### config.mk
export PLATFORM = sky130hd
export DESIGN_NAME = dcache_axi_bridge
export DESIGN_NICKNAME = d
export VERILOG_FILES = /design/src/rtl/dcache_axi_bridge.sv
export SDC_FILE = /design/constraint.sdc
export NUM_CORES = 1
export LEC_CHECK = 0
export BUFFER_PORTS_ARGS = -buffer_cell sky130_fd_sc_hd__buf_2
export CORE_AREA = 2 2 284 286
export CTS_CLUSTER_SIZE = 25
export DETAILED_ROUTE_END_ITERATION = 8
export DIE_AREA = 0 0 286 288
export PLACE_DENSITY_LB_ADDON = 0.15
export SLEW_MARGIN = 20
export SYNTH_ARGS = -nofsm -noshare
export SYNTH_HDL_FRONTEND = slang
export SYNTH_SLANG_ARGS = --single-unit
### constraint.sdc
create_clock -name clk -period 17 [get_ports clk]
set_input_delay 3.4 -clock clk [delete_from_list [all_inputs] [get_ports clk]]
set_output_delay 3.4 -clock clk [all_outputs]
set_load 0.02 [all_outputs]
### src/rtl/dcache_axi_bridge.sv
// -----------------------------------------------------------------------------
// dcache_axi_bridge
//   Memory-side responder for the data cache's line refill / write-back port.
//   Each request moves one whole cache line as a single AXI4 INCR burst. When
//   the burst finishes, gnt pulses for one cycle. Refill data stays registered
//   on rd_data until the next refill overwrites it.
//
// Ports
//   clk, rst            clock, synchronous active-high reset
//   req_addr            line address from the cache (bits [4:0] ignored)
//   rd_req / wr_req     refill / write-back request levels, held until gnt
//   wr_data             write-back line, word i = byte offset 4*i
//   rd_data             registered refill line
//   gnt                 one-cycle completion pulse
//   ar* / r*            AXI read address and read data channels
//   aw* / w* / b*       AXI write address, write data and write response
// -----------------------------------------------------------------------------
module dcache_axi_bridge #(
   parameter int unsigned LINE_WORDS = 8,
   parameter logic [3:0]  AXI_ID     = 4'd1
) (
   input  logic                         clk,
   input  logic                         rst,
   input  logic [31:0]                  req_addr,
   input  logic                         rd_req,
   input  logic                         wr_req,
   input  logic [LINE_WORDS-1:0][31:0]  wr_data,
   output logic [LINE_WORDS-1:0][31:0]  rd_data,
   output logic                         gnt,
   output logic [3:0]                   arid,
   output logic [31:0]                  araddr,
   output logic [7:0]                   arlen,
   output logic [2:0]                   arsize,
   output logic [1:0]                   arburst,
   output logic                         arvalid,
   input  logic                         arready,
   input  logic [31:0]                  rdata,
   input  logic                         rvalid,
   input  logic                         rlast,
   output logic                         rready,
   output logic [3:0]                   awid,
   output logic [31:0]                  awaddr,
   output logic [7:0]                   awlen,
   output logic [2:0]                   awsize,
   output logic [1:0]                   awburst,
   output logic                         awvalid,
   input  logic                         awready,
   output logic [31:0]                  wdata,
   output logic [3:0]                   wstrb,
   output logic                         wlast,
   output logic                         wvalid,
   input  logic                         wready,
   input  logic                         bvalid,
   output logic                         bready
);

   localparam int unsigned   BW        = $clog2(LINE_WORDS);
   localparam logic [BW-1:0] LAST_BEAT = BW'(LINE_WORDS - 1);

   typedef enum logic [2:0] {
      S_IDLE,
      S_RADDR,
      S_RDATA,
      S_WADDR,
      S_WDATA,
      S_WRESP,
      S_DONE
   } state_t;

   state_t                       r_state;
   state_t                       w_next;
   logic [BW-1:0]                r_beat;
   logic [31:0]                  r_line_addr;
   logic [LINE_WORDS-1:0][31:0]  r_wr_line;
   logic [LINE_WORDS-1:0][31:0]  r_rd_data;

   // ---------------------------------------------------------------------
   // State register, beat counter and datapath registers
   // ---------------------------------------------------------------------
   always_ff @(posedge clk) begin
      if (rst) begin
         r_state   <= S_IDLE;
         r_beat    <= '0;
         r_rd_data <= '0;
      end else begin
         r_state <= w_next;
         case (r_state)
            S_IDLE: begin
               // Snapshot the request so the cache may change its inputs freely
               if (wr_req || rd_req) begin
                  r_line_addr <= req_addr & 32'hFFFF_FFE0;
                  r_wr_line   <= wr_data;
               end
            end
            S_RADDR: if (arready) r_beat <= '0;
            S_RDATA: begin
               if (rvalid) begin
                  r_rd_data[r_beat] <= rdata;
                  r_beat            <= r_beat + 1'b1;
               end
            end
            S_WADDR: if (awready) r_beat <= '0;
            S_WDATA: if (wready)  r_beat <= r_beat + 1'b1;
            default: ;
         endcase
      end
   end

   // ---------------------------------------------------------------------
   // Next state and Moore channel controls
   // ---------------------------------------------------------------------
   always_comb begin
      w_next  = r_state;
      arvalid = 1'b0;
      rready  = 1'b0;
      awvalid = 1'b0;
      wvalid  = 1'b0;
      wlast   = 1'b0;
      bready  = 1'b0;
      gnt     = 1'b0;
      case (r_state)
         S_IDLE: begin
            // Write-back wins so a dirty victim leaves before its refill lands
            if (wr_req)      w_next = S_WADDR;
            else if (rd_req) w_next = S_RADDR;
         end
         S_RADDR: begin
            arvalid = 1'b1;
            if (arready) w_next = S_RDATA;
         end
         S_RDATA: begin
            rready = 1'b1;
            // An early rlast from the slave also closes the burst
            if (rvalid && (rlast || (r_beat == LAST_BEAT))) w_next = S_DONE;
         end
         S_WADDR: begin
            awvalid = 1'b1;
            if (awready) w_next = S_WDATA;
         end
         S_WDATA: begin
            wvalid = 1'b1;
            wlast  = (r_beat == LAST_BEAT);
            if (wready && (r_beat == LAST_BEAT)) w_next = S_WRESP;
         end
         S_WRESP: begin
            bready = 1'b1;
            if (bvalid) w_next = S_DONE;
         end
         S_DONE: begin
            gnt    = 1'b1;
            w_next = S_IDLE;
         end
         default: w_next = S_IDLE;
      endcase
   end

   // ---------------------------------------------------------------------
   // Burst attributes and datapath outputs
   // ---------------------------------------------------------------------
   assign arid    = AXI_ID;
   assign awid    = AXI_ID;
   assign araddr  = r_line_addr;
   assign awaddr  = r_line_addr;
   assign arlen   = 8'(LINE_WORDS - 1);
   assign awlen   = 8'(LINE_WORDS - 1);
   assign arsize  = 3'b010;
   assign awsize  = 3'b010;
   assign arburst = 2'b01;
   assign awburst = 2'b01;
   assign wstrb   = 4'hF;
   assign wdata   = r_wr_line[r_beat];
   assign rd_data = r_rd_data;

endmodule

== After elaboration in Yosys (flattened, before gate mapping) ==
Cells that the tools add are included.
Storage, ports and cells
  flip-flop bits (word level): 545
  input bits: 330
  word-level logic and storage cells: 74
Cells by class
  multiplexer cells: 25
  add/sub/neg operators: 1
  eq/ne operators: 15
  reduce and logical (&&, ||, !) cells: 11
  $lt $le $gt $ge: 2
  bitwise logic cells: 1
Operator list (count)
  bitwise mux 256 bit: 1
  binary-select mux 32 bit (select 3 bit): 1
  demux 32 bit (select 3 bit): 1
  2-to-1 mux 32 bit: 2
  2-to-1 mux 3 bit: 11
  case mux 3 bit (6 select lines): 1
  != test 2 bit, second input constant: 7
  == test 3 bit, second input constant: 4
  case mux 3 bit (4 select lines): 1
  2-to-1 mux 1 bit: 7
  == test 3 x 2 -> 1 bit, second input constant: 2
  AND reduction 6 bit: 1
  AND reduction 5 bit: 1
  less-than comparator 3 x 4 -> 1 bit, second input constant: 1
  nonzero test 4 bit: 1
  adder 3 x 1 -> 3 bit, second input constant: 1
  == test 3 x 1 -> 1 bit, second input constant: 1
  >= comparator 3 x 1 -> 1 bit, second input constant: 1
  logical AND 1 bit: 3
  logical NOT 3 bit: 1
  != test 3 bit, second input constant: 1
  AND reduction 3 bit: 1
  logical OR 1 bit: 2
  AND reduction 2 bit: 1
  NOT 1 bit: 1

== Longest topological paths before layout ==
  depth in word-level cells: 5
  mapped depth: 8
  mapped depth without buffers: 6

== Worst setup path before layout ==
No wires, ideal clock.
  path type: in2reg
  start point: input rst
  end point: register r_line_addr[10], in the netlist araddr[10] (enable)
  setup slack: 0.375 ns
  cell stages on the path: 3
  buffers on the path: 1
  library setup time: 0.932 ns
  arrival: 15.692 ns
  path through: clkbuf_1 > or4_1 > nor2_1
Between the ends
  longest elaborated chain between the ends: 2
Ends and longest elaborated chain
  from (decl): RTL line 23  | input logic rst,
  NOT 1 bit (no line)
  AND reduction 3 bit (no line)
  to (signal assigned): RTL line 91  | r_line_addr <= req_addr & 32'hFFFF_FFE0;
  to (decl): RTL line 73  | logic [31:0] r_line_addr;
Every way passes these cells.
A chain may end at the register's enable or synchronous reset.

== Worst setup path after layout ==
  start point: input rst
  end point: register r_wr_line[144] in the netlist's numbering (enable)
Between the ends
  longest elaborated chain between the ends: 2
Ends and longest elaborated chain
  NOT 1 bit (no line)
  AND reduction 3 bit (no line)
  to (signal assigned): RTL line 92  | r_wr_line <= wr_data;
  to (decl): RTL line 74  | logic [LINE_WORDS-1:0][31:0] r_wr_line;
Every way passes these cells.

==> results_dict.tcl <==
set metrics [dict create \
    status "finished clean" \
    critPathLaunch "rst" \
    post-route-util_pct 33.1 \
    via_count 15200 \
    gp_congestion 0.769 \
    cts-root-buf "clkbuf_16" \
    crit_path_max_fanout 111 \
    dp.cells 3349 \
    worstPathCellList "clkbuf_8, or4_1, nor2_4, buf_4, buf_4, buf_4, buf_4" \
    peakVddDrop_mv 0.105 \
    cts_resized 0 \
    rsz0062_at_grt "false" \
    arrival_ns 7.79 \
    crit_slowest_cell "buf_4" \
    p_leak_nw 10.3 \
    syn-cell-area_um2 20700 \
    clk_path_buf_depth 3 \
    hpwlAfterDp_mm 51.0 \
    clk_pin_slew_worst_paths_ns 0.06 \
    nets 2683 \
    tightest_slew_ns 1.10 \
    synthArstFlopShare_pct 0 \
    crit_path_start_kind "input port" \
    synth_seq_cells 545 \
    skew_ns 0.0435 \
    synthTopCellsByArea "edfxtp_1 (41%), dfxtp_1 (25%), nand2_1 (9.6%)" \
    dpl_cell_area_um2 24400 \
    ant_nets 0 \
    hold_viol 0 \
    grt_pass1_wl_mm 102 \
    drt_iter0_markers 707 \
    setup_slack_ns 9.46 \
    core_um2 79600 \
    drive_above_1_share_pct 35.7 \
    cp_data_required_time_ns 17.25 \
    die_width_um 286 \
    place_ws_ns 8.68 \
    min_period_ns 7.54 \
    grtUsageTotal_pct 16.8 \
    rows 104 \
    cts_buffers 60 \
    fin_area_um2 26300 \
    fmax_mhz 133 \
    ios 727 \
    synthFlopType "edfxtp_1" \
    synth_top_area_share_pct 41.0 \
    hp-class "flip-flop to flip-flop" \
    fill_cells 8258 \
    drc 0 \
    yosys.area.top_type "edfxtp_1" \
    slew_headroom_pct 26.5 \
    io_buffers 673 \
    slew_viol_final 0 \
    syn_avg_cell_area_um2 11.7 \
    r2r_start "r_state[1]" \
    drv_cap 0 \
    design.die.area_um2 82400 \
    initial_core_util_pct 26.1 \
    final_common_cell "buf_2" \
    gr-total-overflow 0 \
    first_pass_iters 4 \
    setup_viol 0 \
    yosysWarnings 0 \
    critical_path_class "input port to flip-flop" \
    whs_ns 0.450 \
    synth.distinct_cells 50 \
    hold_buffers 0 \
    postCtsSetupBuffers 0 \
    worstSetupEndpointType "flip-flop" \
    layoutNonFillerInstCount 3466 \
    grt_max_degree 112 \
    die_h_um 288 \
    antenna_found_initial 36 \
    fin_setup_tns_ns 0 \
    power.density_nw_per_um2 140 \
    syn-instance-count 1775 \
    total_power_mw 3.69 \
    period_share_pct 44.3 \
    wl_per_cell_um 20.9 \
    cpPeakStageDelay_ns 0.95 \
    cts_tree "done" \
    mostFrequentLayoutCells "buf_2 (672), nand2_1 (530), edfxtp_1 (283)" \
    hp-start "rd_data[65]" \
    htree_num_levels 2 \
    yosysSeqAreaShare_pct 66.2 \
    viasPerCell 4.38 \
    synth_edf_count 283 \
    first_global_vias 15200 \
    areaGrowthSynthToFinish_pct 27.0 \
    wl_mm 72.5 \
    clock-sinks 545 \
    cp_common_cell "buf_4" \
    clock_latency_ns 0.64 \
]
state kept, by name, indices dropped and copies added, names as in the netlist:
register / count
rd_data: 256
r_beat: 3
araddr: 27
r_wr_line: 256
r_state: 3
kinds of logic after synthesis:
kind of cell	after synthesis	synth area share [%]
AND/OR/NAND/NOR	585	11.3
flip-flops	545	66.2
AO/OA/AOI/OAI	332	8.98
buffers and inverters	229	6.97
multiplexers	80	6.34
adder cells (fa/ha/maj)	2	0.121
other	2	0.0362
final timing paths:
check / cells after the start / endpoint / slack, ns
min reg2reg: 2 / rd_data[65] / 0.45
min: 2 / rd_data[65] / 0.45
max reg2reg: 6 / r_wr_line[144] / 12.09
max: 7 / r_wr_line[144] / 9.46
synthesized netlist by cell type, types with 4 or more instances:
cell type	n
buf_6	13
inv_1	4
a21oi_1	263
dfxtp_1	262
o22ai_1	9
a22oi_1	15
mux4_2	22
edfxtp_1	283
a221oi_1	22
mux2i_1	11
and3_1	5
mux4_1	12
o21ai_0	4
nand2_1	530
buf_4	105
mux2_2	35
and2_1	5
nor2_1	15
buf_2	67
nand3_1	5
clkbuf_1	37
nor2b_1	7
cell type report:
cell class | count | area (um2) | area share [%]
well taps | 1060 | 1330 | 5.03
repair buffers | 691 | 3510 | 13.3
clock buffers | 76 | 1630 | 6.19
clock inverters | 33 | 290 | 1.10
inverters | 6 | 22.5 | 0.0855
flip-flops and latches | 545 | 13800 | 52.2
multi-input cells | 1047 | 5790 | 22.0
diodes | 8 | 20.0 | 0.0760
power breakdown:
group	total, mW	internal (mW)	switching, mW
sequential	1.67	1.60	0.0751
clock	1.27	0.724	0.548
combinational	0.742	0.255	0.487
total	3.69	2.58	1.11
routing by layer:
metal	track usage, %	up-vias	share of wire [%]
met4	4.84	38	2.7
met3	5.55	154	8.1
met1	19.2	7197	39
met5	0	-	0.32
li1	-	7223	-
met2	30.0	581	50
critical path: cells and delay by family:
family	cells	cell delay, ns
buffers and inverters	5	3.54
AND/OR/NAND/NOR	2	0.68
Power figures use the tool's default switching activity.
